File: src/rtl/sound_request_arbiter_pkg.sv
// Shared types and sizing helpers for the sound request arbiter.
// Optional preemption is enabled by defining SOUND_ARB_PREEMPT_EN.
package sound_pkg;

  typedef enum logic [1:0] {
    S_IDLE,
    S_OFFER,
    S_PLAY,
    S_GAP
  } snd_arb_state_t;

  // Channel index width; a single bit is kept even for the smallest arbiter.
  function automatic int chWidth(input int numCh);
    return (numCh > 2) ? $clog2(numCh) : 1;
  endfunction

endpackage

File: src/rtl/sound_request_arbiter_if.sv
// Offer/accept handshake between the arbiter and the audio player.
// play_abort only ever pulses in builds with SOUND_ARB_PREEMPT_EN defined.
interface sound_request_arbiter_if #(
  parameter int CH_W = 2
);
  logic            play_valid;
  logic            play_ready;
  logic            play_done;
  logic            play_abort;
  logic [CH_W-1:0] play_ch;

  modport master (
    output play_valid, play_ch, play_abort,
    input  play_ready, play_done
  );

  modport slave (
    input  play_valid, play_ch, play_abort,
    output play_ready, play_done
  );
endinterface

File: src/rtl/sound_request_arbiter_prio_enc.sv
// Fixed-priority finder: lowest set index wins, any flags a non-empty vector.
module sound_prio_enc
  import sound_pkg::*;
#(
  parameter int NUM_CH = 4
) (
  input  logic [NUM_CH-1:0]           vec,
  output logic [chWidth(NUM_CH)-1:0]  idx,
  output logic                        any
);
  localparam int CH_W = chWidth(NUM_CH);

  // scan high to low so the last hit, i.e. the lowest index, is kept
  always_comb begin
    idx = '0;
    any = |vec;
    for (int i = NUM_CH - 1; i >= 0; i--) begin
      if (vec[i]) idx = CH_W'(i);
    end
  end
endmodule

File: src/rtl/sound_request_arbiter.sv
// Sound request arbiter: latches rising-edge events per channel, offers the
// highest-priority pending channel to the audio player, waits for play_done
// and then enforces a silent gap of GAP_CYCLES before the next offer.
// Define SOUND_ARB_PREEMPT_EN to let a strictly higher-priority event abort
// the sound that is currently playing.
module sound_request_arbiter
  import sound_pkg::*;
#(
  parameter int NUM_CH     = 4,
  parameter int GAP_CYCLES = 16
) (
  input  logic                   clk,
  input  logic                   reset,
  input  logic [NUM_CH-1:0]      req,
  sound_request_arbiter_if.master play,
  output logic [NUM_CH-1:0]      pending,
  output logic                   busy
);
  localparam int CH_W  = chWidth(NUM_CH);
  localparam int CNT_W = (GAP_CYCLES > 0) ? $clog2(GAP_CYCLES + 1) : 1;

  snd_arb_state_t    state, stateNxt;
  logic [NUM_CH-1:0] reqD, ev, clr;
  logic [CH_W-1:0]   chQ, chNxt, selIdx;
  logic              validQ, validNxt, selAny, handshake;
  logic [CNT_W-1:0]  gapCnt, gapNxt;

  assign ev        = req & ~reqD;
  assign handshake = (state == S_OFFER) && validQ && play.play_ready;

  // one clear strobe per channel, raised only on that channel's handshake
  for (genvar i = 0; i < NUM_CH; i++) begin : g_clr
    assign clr[i] = handshake && (chQ == CH_W'(i));
  end

  sound_prio_enc #(.NUM_CH(NUM_CH)) u_prio (
    .vec (pending),
    .idx (selIdx),
    .any (selAny)
  );

`ifdef SOUND_ARB_PREEMPT_EN
  logic abortQ, abortNxt;
  assign play.play_abort = abortQ;
`else
  assign play.play_abort = 1'b0;
`endif

  // edge history and event latch; a new event beats a same-cycle clear
  always_ff @(posedge clk) begin
    if (reset) begin
      reqD    <= '0;
      pending <= '0;
    end else begin
      reqD    <= req;
      pending <= (pending & ~clr) | ev;
    end
  end

  // next-state and output decisions for the offer/play/gap sequence
  always_comb begin
    stateNxt = state;
    chNxt    = chQ;
    validNxt = validQ;
    gapNxt   = gapCnt;
`ifdef SOUND_ARB_PREEMPT_EN
    abortNxt = 1'b0;
`endif
    unique case (state)
      S_IDLE: begin
        if (selAny) begin
          stateNxt = S_OFFER;
          chNxt    = selIdx;
          validNxt = 1'b1;
        end
      end
      S_OFFER: begin
        // offer is never retracted, even if a better channel shows up
        if (handshake) begin
          stateNxt = S_PLAY;
          validNxt = 1'b0;
        end
      end
      S_PLAY: begin
`ifdef SOUND_ARB_PREEMPT_EN
        // abort pulse is out: re-offer straight away, no gap
        if (abortQ) begin
          stateNxt = S_OFFER;
          chNxt    = selIdx;
          validNxt = 1'b1;
        end else
`endif
        if (play.play_done) begin
          if (GAP_CYCLES == 0) begin
            stateNxt = S_IDLE;
          end else begin
            stateNxt = S_GAP;
            gapNxt   = CNT_W'(GAP_CYCLES);
          end
        end
`ifdef SOUND_ARB_PREEMPT_EN
        else if (selAny && (selIdx < chQ)) begin
          abortNxt = 1'b1;
        end
`endif
      end
      S_GAP: begin
        gapNxt = (gapCnt != '0) ? gapCnt - CNT_W'(1) : '0;
        if (gapCnt <= CNT_W'(1)) stateNxt = S_IDLE;
      end
      default: stateNxt = S_IDLE;
    endcase
  end

  // state, offer and gap counter registers
  always_ff @(posedge clk) begin
    if (reset) begin
      state  <= S_IDLE;
      chQ    <= '0;
      validQ <= 1'b0;
      gapCnt <= '0;
`ifdef SOUND_ARB_PREEMPT_EN
      abortQ <= 1'b0;
`endif
    end else begin
      state  <= stateNxt;
      chQ    <= chNxt;
      validQ <= validNxt;
      gapCnt <= gapNxt;
`ifdef SOUND_ARB_PREEMPT_EN
      abortQ <= abortNxt;
`endif
    end
  end

  assign play.play_valid = validQ;
  assign play.play_ch    = chQ;
  assign busy            = (state != S_IDLE);

endmodule
File: src/flat_wrapper.sv
// flat-port wrapper written by rule: the top's interface ports become plain ports
module sound_request_arbiter_flat import sound_pkg::*;
#(
  parameter int NUM_CH     = 4,
  parameter int GAP_CYCLES = 16
)
  (clk, reset, req, pending, busy, play_play_valid, play_play_ch, play_play_abort, play_play_ready, play_play_done);
  sound_request_arbiter_if play_i ();
  input  logic clk;
  input  logic reset;
  input  logic [NUM_CH-1:0] req;
  output logic [NUM_CH-1:0] pending;
  output logic busy;
  output wire logic [$bits(play_i.play_valid)-1:0] play_play_valid;
  output wire logic [$bits(play_i.play_ch)-1:0] play_play_ch;
  output wire logic [$bits(play_i.play_abort)-1:0] play_play_abort;
  input wire logic [$bits(play_i.play_ready)-1:0] play_play_ready;
  input wire logic [$bits(play_i.play_done)-1:0] play_play_done;
  assign play_play_valid = play_i.play_valid;
  assign play_play_ch = play_i.play_ch;
  assign play_play_abort = play_i.play_abort;
  assign play_i.play_ready = play_play_ready;
  assign play_i.play_done = play_play_done;
  sound_request_arbiter #(.NUM_CH(NUM_CH), .GAP_CYCLES(GAP_CYCLES)) u_core (.clk(clk), .reset(reset), .req(req), .play(play_i), .pending(pending), .busy(busy));
endmodule
File: config.mk
export PLATFORM = sky130hd
export DESIGN_NAME = sound_request_arbiter_flat
export DESIGN_NICKNAME = d
export VERILOG_FILES = /design/src/rtl/sound_request_arbiter_pkg.sv /design/src/rtl/sound_request_arbiter_if.sv /design/src/rtl/sound_request_arbiter_prio_enc.sv /design/src/rtl/sound_request_arbiter.sv /design/src/flat_wrapper.sv
export SDC_FILE = /design/constraint.sdc
export NUM_CORES = 1
export LEC_CHECK = 0
export ABC_AREA = 1
export CELL_PAD_IN_SITES_DETAIL_PLACEMENT = 0
export CELL_PAD_IN_SITES_GLOBAL_PLACEMENT = 1
export CORE_MARGIN = 8
export CORE_UTILIZATION = 36
export DETAILED_ROUTE_END_ITERATION = 10
export GPL_TIMING_DRIVEN = 0
export HOLD_SLACK_MARGIN = 0.03
export PLACE_DENSITY_LB_ADDON = 0.25
export SYNTH_ARGS = -nofsm -noshare
export SYNTH_HDL_FRONTEND = slang
export SYNTH_SLANG_ARGS = --single-unit
File: constraint.sdc
create_clock -name clk -period 1.7 [get_ports clk]
set_input_delay 0.34 -clock clk [delete_from_list [all_inputs] [get_ports clk]]
set_output_delay 0.34 -clock clk [all_outputs]
set_load 0.02 [all_outputs]
### Yosys cells after proc, flatten, opt, wreduce, memory -nomap -nowiden

Cells that the tools add are included.

| word-level totals | value |
|---|---|
| register bits after elaboration | 18 |
| input bits | 8 |
| output and inout bits | 9 |
| logic and storage cells | 55 |

| operators by class | value |
|---|---|
| add/subtract/negate cells | 1 |
| $lt $le $gt $ge | 1 |
| equality and inequality tests | 10 |
| muxes and demuxes | 15 |
| bitwise logic cells | 5 |
| reductions and logical operators | 17 |

Operators with widths:

| kind | count |
|---|---|
| two-way mux 2 bit | 8 |
| two-way mux 5 bit | 2 |
| one-hot mux 5 bit (2 select lines) | 1 |
| AND 4 bit | 2 |
| == test 2 bit, second input constant | 4 |
| inverter 4 bit | 2 |
| one-hot mux 2 bit (4 select lines) | 1 |
| logical AND 1 bit | 6 |
| inequality test 2 x 1 -> 1 bit, second input constant | 3 |
| nonzero test 2 bit | 3 |
| less-or-equal comparator 5 x 1 -> 1 bit, second input constant | 1 |
| nonzero test 5 bit | 1 |
| subtractor 5 x 1 -> 5 bit, second input constant | 1 |
| == test 2 x 1 -> 1 bit, second input constant | 2 |
| zero test 2 bit | 2 |
| bitwise OR 4 bit | 1 |
| AND reduction 2 bit | 2 |
| AND reduction 4 bit | 1 |
| OR reduction 4 bit | 1 |
| AND reduction 3 bit | 1 |
| two-way mux 1 bit | 2 |
| inequality test 2 bit, second input constant | 1 |
| one-hot mux 1 bit (2 select lines) | 1 |

### Longest topological paths before layout

Gate-level depths: netlist of the first run.

| depth | value |
|---|---|
| depth in word-level cells | 7 |
| gate-level depth with buffers | 8 |
| depth with buffers taken out | 8 |

### Hierarchy

From an unflattened synthesis of the first run, not the netlist that was laid out.

| second synthesis, totals | value |
|---|---|
| cell total of the unflattened synthesis | 144 |
| area, all modules | 1007.2 um^2 |

By module, submodules not included:

| module | times used | cells each | area an instance (um^2) |
|---|---|---|---|
| sound_request_arbiter | 1 | 135 | 960.9 |
| sound_prio_enc | 1 | 9 | 46.3 |

### Least setup slack after synthesis of the first run

Ideal clock, no wire load.

| path | value |
|---|---|
| kind | register to register |
| start | register u_core.state[0] |
| end | register u_core.state[0] |
| data arrival time | 1.207 ns |
| data required time | 1.585 ns |
| slack | 0.378 ns |
| stages on the path, launching flop included | 9 |
| period minus slack after synthesis | 1.322 ns |
| cell sequence | dfxtp_1 inv_1 ha_1 inv_1 nor2_2 nor2_2 nand3_1 nand2_1 nor2_1 |

| between the ends | value |
|---|---|
| cells in the longest elaborated chain, start to end | 5 |
| elaborated cells between the ends (all ways) | 12 |
| classes of those cells | eq/ne: 7; mux: 1; reduce/logical: 4 |

RTL lines:

| item | RTL line | RTL |
|---|---|---|
| start, declared | sound_request_arbiter.sv:22 | `snd_arb_state_t state, stateNxt;` |
| start signal, assigned | sound_request_arbiter.sv:126 | `state <= stateNxt;` |
| == test 2 x 1 -> 1 bit | sound_request_arbiter.sv:29, sound_request_arbiter.sv:69 |  |
| logical AND 1 bit (2 in a row) | sound_request_arbiter.sv:29 | `assign handshake = (state == S_OFFER) && validQ && play.play_ready;` |
| inequality test 2 x 1 -> 1 bit (no source line) | - |  |
| AND reduction 4 bit (no source line) | - |  |

Parallel ways exist; a longest one is shown, timed or not.
A chain may end at the register's enable or synchronous reset.

### Worst setup path after layout of the first run

| path | value |
|---|---|
| start | register u_core.validQ, in the netlist u_core.play.play_valid |
| end | output play_play_valid |

RTL lines:

| item | RTL line | RTL |
|---|---|---|
| start, declared | sound_request_arbiter.sv:25 | `logic validQ, validNxt, selAny, handshake;` |
| start signal, assigned | sound_request_arbiter.sv:128 | `validQ <= validNxt;` |
| end, declared | flat_wrapper.sv:14 | `output wire logic [$bits(play_i.play_valid)-1:0] play_play_valid;` |

No word-level cell between the ends.

==> results of run 1 <==
==> layout by cell type, fill, tap and decap left out, types with 5 or more instances in the layout <==
master,synthesis,routed
a21oi_1,10,10
ha_1,8,8
o21ai_0,5,5
nand2_1,17,17
nand3_1,9,9
clkdlybuf4s50_1,0,8
inv_1,20,19
nor2_1,20,20
dfxtp_1,18,16
==> sequential cells by signal, indices dropped and copies added (netlist names) <==
signal                  cells
u_core.reqD                 4
u_core.state                2
u_core.play.play_valid      1
u_core.play.play_ch         2
u_core.pending              4
u_core.gapCnt               5
==> routing by layer <==
| layer | vias up | part of all wire, % | track usage, % |
|---|---|---|---|
| met5 | - | 0 | 0 |
| met4 | 0 | 2.4 | 5.37 |
| met3 | 6 | 4.8 | 2.78 |
| met2 | 16 | 42 | 15.5 |
| met1 | 363 | 51 | 11.8 |
| li1 | 448 | - | - |
==> path summary, 6_finish.rpt <==
kind                           from          endpoint  slack [ps]
max          u_core.play.play_valid   play_play_valid          80
min                u_core.gapCnt[3]  u_core.gapCnt[3]         500
max reg2reg         u_core.state[0]   u_core.state[0]         330
min reg2reg        u_core.gapCnt[3]  u_core.gapCnt[3]         500
==> power by group through the flow <==
stage | logic (mW) | clock network (mW) | registers [mW]
after floorplan | 0.533 | 0 | 0.620
after global placement | 0.764 | 0 | 0.598
after detailed placement | 0.773 | 0 | 0.601
after CTS | 0.752 | 0.278 | 0.597
after global routing | 0.859 | 0.295 | 0.610
final | 0.759 | 0.271 | 0.596
==> layout make-up <==
type | instances | area [um2]
fillers | 262 | 1330
plain buffers | 2 | 12.5
repair buffers | 15 | 151
flip-flops and latches | 18 | 363
inverters | 23 | 86.3
multi-input cells | 90 | 508
well taps | 30 | 37.5
clock buffers | 4 | 36.3
==> cell families after synthesis <==
family / synth area share (%)
flip-flops: 37.3
XOR/XNOR: 0.906
buffers and inverters: 10.2
AO/OA/AOI/OAI: 14.4
other: 0.388
adder cells (fa/ha/maj): 10.3
AND/OR/NAND/NOR: 26.5
==> through the flow <==
stage	hold WS [ps]	cell area, um2	total power [mW]
after floorplan	419	967	1.15
after global placement	475	1150	1.36
after detailed placement	484	1150	1.37
after CTS	502	1180	1.63
after global routing	528	1190	1.76
final	503	1190	1.63
==> metrics.yaml, run 1 <==
post-route-util_pct: 47.4
postCtsHoldBufs: 0
netSwitchingPower_uw: 673
cts_tree: "built"
grt_max_degree: 11
grt_remaining_overflow: 0
grt_pass1_wl_mm: 3.55
root_buffer: "clkbuf_4"
ys.flop_type: "dfxtp_1"
cpLargestDelayFamily: "buffers and inverters"
ys_top_cells_by_count: "inv_1, nor2_1, dfxtp_1"
worstSetupPathType: "flip-flop to output port"
hold_viol: 0
power_frac_comb_pct: 46.7
post_cts_resized: 9
core-area_um2: 2520
instances_no_fill: 182
drive_above_1_share_pct: 17.1
clkSlewWorstSetupHoldPaths_ps: 110
ys.warnings.count: 0
initial_utilization_pct: 38.3
drc_errors: 0
p_int_uw: 953
crit_arrival_ps: 1280
ir_drop_v: 0.000822
ys_seq_area_share_pct: 37.3
path_cells: "clkdlybuf4s50_1"
yosys-top-cells-area: "dfxtp_1, ha_1, inv_1"
finalSetupViolations: 0
dieArea_um2: 4600
finClkSkew_ps: 2.21
synthesis.area_um2: 967
period_needed_ps: 1620
num_vias: 833
drtAntennaViolNets: 0
final_net_count: 169
worstSetupStartpointType: "flip-flop"
chipWidth_um: 67.8
ioPinCount: 17
clock_latency_ps: 290
rows: 18
switching_share_pct: 41.4
cts_made_buffers: 3
grt_pass1_vias: 814
synth_cell_types: 24
crit_buf_inv: 1
diodes: 0
synth_edf_count: 0
dpl.hpwl_mm: 1.58
worst-path-stages: 1
cts.sinks: 18
drt-total-wl_mm: 2.03
port_buffers: 15
critical_path_required_ps: 1360
synth-async-reset-ratio_pct: 0
postCtsSetupBuffers: 0
fin_crit_sh_pct: 95.1
synth_seq_cells: 18
crit_path_top_delay_cell: "clkdlybuf4s50_1"
path_max_fanout: 3
drt-initial-drc-count: 10
globalplace.congestion: 0.804
clk_path_buf_depth: 2
min_path_type: "flip-flop to flip-flop"
avgViaCountPerCell: 4.58
maxCapViolCount: 0
netlist.area_leader.share_pct: 37.3
worstSetupEndpointType: "output port"
p_leak_nw: 0.598
outcome: "completed"
critical-path-max-stage-delay_ps: 610
seq_power_share_pct: 36.7
htree_num_levels: 1
dp_slack_ps: -110
post_drt_wl_per_cell_um: 11.2
synth_top_cell_by_area: "dfxtp_1"
clock_power_share_pct: 16.7
cellPowerDensity_nw_per_um2: 1360
rsz0062_at_grt: "false"
dp_cells: 178
grt_use_total_pct: 9.83
setup-tns-final_ps: 0
area_growth_syn_to_layout_pct: 23.5
setup_slack_ps: 84.0
whs_path_depth: 2
fmax_mhz: 619
slew_viol_final: 0
die_h_um: 67.8
worstRegToRegCells: 8
syn_nets: 149
drt_first_pass_iters: 4
avgSynthCellArea_um2: 7.27
antenna_found_initial: 0
synthCells: 133
Power figures use the tool's default switching activity.
==> run 2: changes to the inputs <==
Settings changed: HOLD_SLACK_MARGIN 0.03 to 0.02, SYNTH_HIERARCHICAL from default to 1.
==> metrics.yaml, run 2 <==
ioPinCount: 17  # unchanged
ys_seq_area_share_pct: 35.8  # was 37.3%
most-common-layout-cells: "nand2_1, nor2_1, inv_1"  # was nor2_1, inv_1, nand2_1
clk_path_buf_depth: 2  # unchanged
antenna_found_initial: 0  # unchanged
fin_crit_sh_pct: 94.0  # was 95.1%
globalplace.congestion: 0.783  # was 0.804
core-area_um2: 2710  # was 2520 um2
drt-initial-drc-count: 25  # was 10
largest_reg_flops: 5  # unchanged
dieArea_um2: 4750  # was 4600 um2
synth_compound_area_share_pct: 13.3  # was 14.4%
crit_path_top_delay_cell: "clkdlybuf4s50_1"  # unchanged
cellPowerDensity_nw_per_um2: 1460  # was 1360 nW/um2
layout_commonest_cell: "nand2_1"  # was nor2_1
fill_cells: 295  # was 262
post_drt_wl_per_cell_um: 10.8  # was 11.2 um
ys_top_cells_by_count: "nand2_1, inv_1, nor2_1"  # was inv_1, nor2_1, dfxtp_1
htree_num_levels: 1  # unchanged
reg_top3: "u_core/gapCnt x5, u_core/pending x4, u_core/reqD x4"  # was u_core.gapCnt x5, u_core.pending x4, u_core.reqD x4
p_leak_nw: 0.647  # was 0.598 nW
cts.sinks: 18  # unchanged
seq_area_um2: 365  # was 363 um2
drt_first_pass_iters: 4  # unchanged
instances_no_fill: 194  # was 182
grt_max_degree: 11  # unchanged
cpLargestDelayFamily: "buffers and inverters"  # unchanged
synth_simple_gate_area_share_pct: 29.3  # was 26.5%
synthCells: 144  # was 133
drive_above_1_share_pct: 18.4  # was 17.1%
final_net_count: 180  # was 169
maxCapViolCount: 0  # unchanged
dpl.hpwl_mm: 1.64  # was 1.58 mm
ys.warnings.count: 6  # was 0
critical_path_required_ps: 1360  # about the same
postCtsHoldBufs: 0  # unchanged
avgSynthCellArea_um2: 6.99  # was 7.27 um2
synth_edf_count: 0  # unchanged
clkSlewWorstSetupHoldPaths_ps: 100  # was 110 ps
avgViaCountPerCell: 4.61  # was 4.58
grt_pass1_wl_mm: 3.59  # was 3.55 mm
top_register: "u_core/gapCnt"  # was u_core.gapCnt
finalSetupViolations: 0  # unchanged
fmax_mhz: 626  # was 619 MHz
drt-total-wl_mm: 2.09  # was 2.03 mm
rows: 19  # was 18
ys.flop_type: "dfxtp_1"  # unchanged
netlist.area_leader.share_pct: 35.8  # was 37.3%
synth-async-reset-ratio_pct: 0  # unchanged
synth_seq_cells: 18  # unchanged
syn_nets: 160  # was 149
worstSetupStartpointType: "flip-flop"  # unchanged
synth_top_family_by_area: "simple AND/OR/NAND/NOR gates"  # unchanged
synthMuxAreaShare_pct: 0  # unchanged
outcome: "completed"  # unchanged
worstSetupEndpointType: "output port"  # unchanged
finClkSkew_ps: 10.7  # was 2.21 ps
ir_drop_v: 0.000856  # was 0.000822 V
period_needed_ps: 1600  # was 1620 ps
die_h_um: 68.9  # was 67.8 um
synth_most_common_cell: "nand2_1"
hold_viol: 0  # unchanged
multi_input_area_um2: 546  # was 508 um2
diodes: 0  # unchanged
critical-path-max-stage-delay_ps: 610  # about the same
postCtsSetupBuffers: 0  # unchanged
root_buffer: "clkbuf_4"  # unchanged
grt_pass1_vias: 876  # was 814
clock_latency_ps: 300  # was 290 ps
min_path_type: "flip-flop to flip-flop"  # unchanged
finalPower_mw: 1.84  # was 1.63 mW
synthAdderAreaFrac_pct: 9.94  # was 10.3%
crit_arrival_ps: 1260  # was 1280 ps
synthesis.area_um2: 1010  # was 967 um2
num_vias: 895  # was 833
slew_viol_final: 0  # unchanged
path_cells: "clkdlybuf4s50_1"  # unchanged
drc_errors: 0  # unchanged
worstSetupPathType: "flip-flop to output port"  # unchanged
cts_made_buffers: 3  # unchanged
synth_xor_area_share_pct: 0  # was 0.906%
grt_use_total_pct: 9.97  # was 9.83%
path_max_fanout: 3  # unchanged
cts_tree: "built"  # unchanged
grt_remaining_overflow: 0  # unchanged
yosys-top-cells-area: "dfxtp_1, ha_1, nand2_1"  # was dfxtp_1, ha_1, inv_1
area_growth_syn_to_layout_pct: 25.3  # was 23.5%
initial_utilization_pct: 37.2  # was 38.3%
dp_cells: 190  # was 178
synth_top_cell_by_area: "dfxtp_1"  # unchanged
rsz0062_at_grt: "false"  # unchanged
crit_buf_inv: 1  # unchanged
port_buffers: 15  # unchanged
drtAntennaViolNets: 0  # unchanged
synth_cell_types: 20  # was 24
chipWidth_um: 68.9  # was 67.8 um
[run 2: cell type report]
class | count | share of cell area [%]
multi-input combinational | 97 | 43.2
tap | 31 | 3.07
clock buffer | 4 | 2.87
sequential | 18 | 28.9
buffer | 2 | 0.991
inverter | 27 | 8.03
timing repair buffer | 15 | 12.9
[run 2: cells by family (layout without fill, tap and decap cells)]
family | Yosys count | in the layout
other | 1 | 1
buffers and inverters | 29 | 48
AO/OA/AOI/OAI | 21 | 21
flip-flops | 18 | 18
AND/OR/NAND/NOR | 67 | 67
adder cells (fa/ha/maj) | 8 | 8
[run 2: timing repair]
item                                    CTS  global route
cloned                                    0             0
resized for setup                         7             8
endpoints found under the setup margin    2             6
pin swaps                                 0             0
[run 2: layer usage]
layer  global-route usage, %  vias up  routed length (um)
met5                       0        -                   0
met4                    2.51        0                  17
met3                    5.65        2                 150
met2                    17.3       18                1020
met1                    10.2      396                 903
li1                        -      479                   -
[run 2: worst paths after layout]
path	startpoint	endpoint	slack (ps)	cells after the start
worst max-delay path	u_core/play.play_valid	play_play_valid	100	1
worst min-delay path	u_core/play.play_valid	u_core/play.play_valid	500	2
worst max register to register	u_core/state[1]	u_core/pending[1]	350	7
worst min register to register	u_core/play.play_valid	u_core/play.play_valid	500	2
[run 2: power breakdown]
group	switching, mW	internal (mW)
logic	0.561	0.382
registers	0.0912	0.528
clock network	0.145	0.131
[run 2: metrics by stage]
stage / area [um2] / hold WS (ps) / TNS (ps) / setup slack, ps / utilization [%]
after detailed placement: 1200 / 484 / -45.9 / -45.9 / 44.1
after CTS: 1240 / 502 / 0 / 1.70 / 45.7
final: 1260 / 499 / 0 / 101 / 46.6
after global routing: 1260 / 544 / 0 / 12.4 / 46.6
after floorplan: 1010 / 409 / 0 / 440 / -
after global placement: 1200 / 482 / -20.0 / -20.0 / 44.1
[run 2: tightest hold or removal path, cell delays in order, from the launching register on]
cell	delay, ps
dfxtp_1	330
o21ai_0	70
a21oi_1	60
==> run 3: changes to the inputs <==
Settings changed: ABC_CLOCK_PERIOD_IN_PS from default to 1700, CTS_BUF_LIST from default to sky130_fd_sc_hd__clkbuf_16.
==> metrics.yaml, run 3 (synthesis gave the netlist of run 2 again) <==
critical-path-max-stage-delay_ps: 640  # was 610 ps
min_path_type: "flip-flop to flip-flop"  # unchanged
initial_utilization_pct: 37.2  # unchanged
fmax_mhz: 619  # was 626 MHz
multi_input_area_um2: 533  # was 546 um2
finalSetupViolations: 0  # unchanged
seq_area_um2: 363  # was 365 um2
worstSetupPathType: "flip-flop to output port"  # unchanged
drt_first_pass_iters: 4  # unchanged
netSwitchingPower_uw: 804  # was 797 uW
die_h_um: 68.9  # unchanged
path_max_fanout: 4  # was 3
clk_path_buf_depth: 2  # unchanged
drt-initial-drc-count: 21  # was 25
period_needed_ps: 1620  # was 1600 ps
clock_power_share_pct: 23.8  # was 15.0%
path_cells: "clkdlybuf4s50_1"  # unchanged
post-route-util_pct: 47.2  # was 46.6%
core-area_um2: 2710  # unchanged
post-route-cell-area_um2: 1280  # was 1260 um2
dpl_cell_area_um2: 1200  # unchanged
drive_above_1_share_pct: 16.6  # was 18.4%
cts_made_buffers: 3  # unchanged
grt_pass1_vias: 877  # was 876
drc_errors: 0  # unchanged
layout_commonest_cell: "nand2_1"  # unchanged
grt_use_total_pct: 10.1  # was 9.97%
crit_arrival_ps: 1280  # was 1260 ps
p_int_mw: 1.21  # was 1.04 mW
power_frac_comb_pct: 45.7  # was 51.3%
port_buffers: 15  # unchanged
dieArea_um2: 4750  # unchanged
seq_power_share_pct: 30.5  # was 33.7%
critical_path_required_ps: 1360  # about the same
maxCapViolCount: 0  # unchanged
cts.sinks: 18  # unchanged
grt_pass1_wl_mm: 3.59  # about the same
rows: 19  # unchanged
crit_path_top_delay_cell: "clkdlybuf4s50_1"  # unchanged
area_growth_syn_to_layout_pct: 27.0  # was 25.3%
top_register: "u_core/gapCnt"  # unchanged
final_net_count: 180  # unchanged
htree_num_levels: 1  # unchanged
postCtsSetupBuffers: 0  # unchanged
diodes: 0  # unchanged
cts_tree: "built"  # unchanged
clkSlewWorstSetupHoldPaths_ps: 60  # was 100 ps
switching_share_pct: 40.0  # was 43.4%
p_leak_nw: 0.590  # was 0.647 nW
ir_drop_v: 0.000973  # was 0.000856 V
grt_max_degree: 11  # unchanged
worstSetupEndpointType: "output port"  # unchanged
drt-total-wl_mm: 2.10  # was 2.09 mm
num_vias: 883  # was 895
chipWidth_um: 68.9  # unchanged
avgViaCountPerCell: 4.55  # was 4.61
most-common-layout-cells: "nand2_1, inv_1, nor2_1"  # was nand2_1, nor2_1, inv_1
setup_slack_ps: 83.8  # was 101 ps
ioPinCount: 17  # unchanged
globalplace.congestion: 0.783  # unchanged
antenna_found_initial: 0  # unchanged
largest_reg_flops: 5  # unchanged
cpLargestDelayFamily: "buffers and inverters"  # unchanged
fill_cells: 291  # was 295
worstSetupStartpointType: "flip-flop"  # unchanged
setup-tns-final_ps: 0  # unchanged
clock_latency_ps: 250  # was 300 ps
dpl.hpwl_mm: 1.64  # unchanged
cellPowerDensity_nw_per_um2: 1570  # was 1460 nW/um2
finClkSkew_ps: 3.54  # was 10.7 ps
grt_remaining_overflow: 0  # unchanged
root_buffer: "clkbuf_16"  # was clkbuf_4
post_drt_wl_per_cell_um: 10.8  # about the same
fin_crit_sh_pct: 95.1  # was 94.0%
hold_viol: 0  # unchanged
dp_slack_ps: -45.9  # unchanged
slew_viol_final: 0  # unchanged
drtAntennaViolNets: 0  # unchanged
crit_buf_inv: 1  # unchanged
rsz0062_at_grt: "false"  # unchanged
outcome: "completed"  # unchanged
reg_top3: "u_core/gapCnt x5, u_core/pending x4, u_core/reqD x4"  # unchanged
## run 3: cell types whose count changed in the layout (fill, tap and decap cells not counted), sizes merged
cell / change
dlygate4sd2: -1
clkinv: +1
clkbuf: -1
dlymetal6s2s: -5
clkdlybuf4s50: +6
## run 3: stage by stage
stage	instances	power [mW]	hold slack, ps
final	194	2.01	491
after CTS	194	2.04	493
after global placement	190	1.53	482
after global routing	194	2.20	534
after detailed placement	190	1.55	484
after floorplan	144	1.29	409
## run 3: metal layers
layer / vias to the layer above / GRT usage (%) / part of all wire (%)
li1: 478 / - / -
met1: 383 / 10.2 / 44
met2: 20 / 17.1 / 47
met3: 2 / 5.65 / 7.7
met4: 0 / 3.26 / 0.62
met5: - / 0 / 0
## run 3: layout make-up
type / count / area share (%)
buffer: 2 / 0.978
timing repair buffer: 15 / 11.8
inverter: 27 / 7.93
clock inverter: 1 / 0.294
clock buffer: 3 / 5.87
sequential: 18 / 28.4
multi-input combinational: 97 / 41.7
tap: 31 / 3.03
## run 3: worst min-delay path, delay by kind of cell (launching register included)
family | cells | cell delay, ps
DFF | 1 | 310
AOI/OAI and AO/OA | 2 | 130
## run 3: path summary, 6_finish.rpt
check,from,endpoint,slack [ps],depth (start not counted)
worst min-delay path,u_core/play.play_valid,u_core/play.play_valid,490,2
worst max-delay path,u_core/pending[0],pending[0],80,1
worst max register to register,u_core/state[0],u_core/gapCnt[4],350,8
worst min register to register,u_core/play.play_valid,u_core/play.play_valid,490,2
## run 3: power by group through the flow
| stage | logic (mW) | registers, mW | clock network [mW] |
|---|---|---|---|
| CTS | 0.929 | 0.610 | 0.501 |
| finish | 0.918 | 0.613 | 0.479 |
| global placement | 0.918 | 0.615 | 0 |
| detailed placement | 0.927 | 0.619 | 0 |
| floorplan | 0.653 | 0.642 | 0 |
| global route | 1.06 | 0.632 | 0.513 |
## run 3: repair_timing
action                                  CTS  global route
endpoints found under the setup margin    1             1
resized for setup                         3             2
hold buffers                              0             0
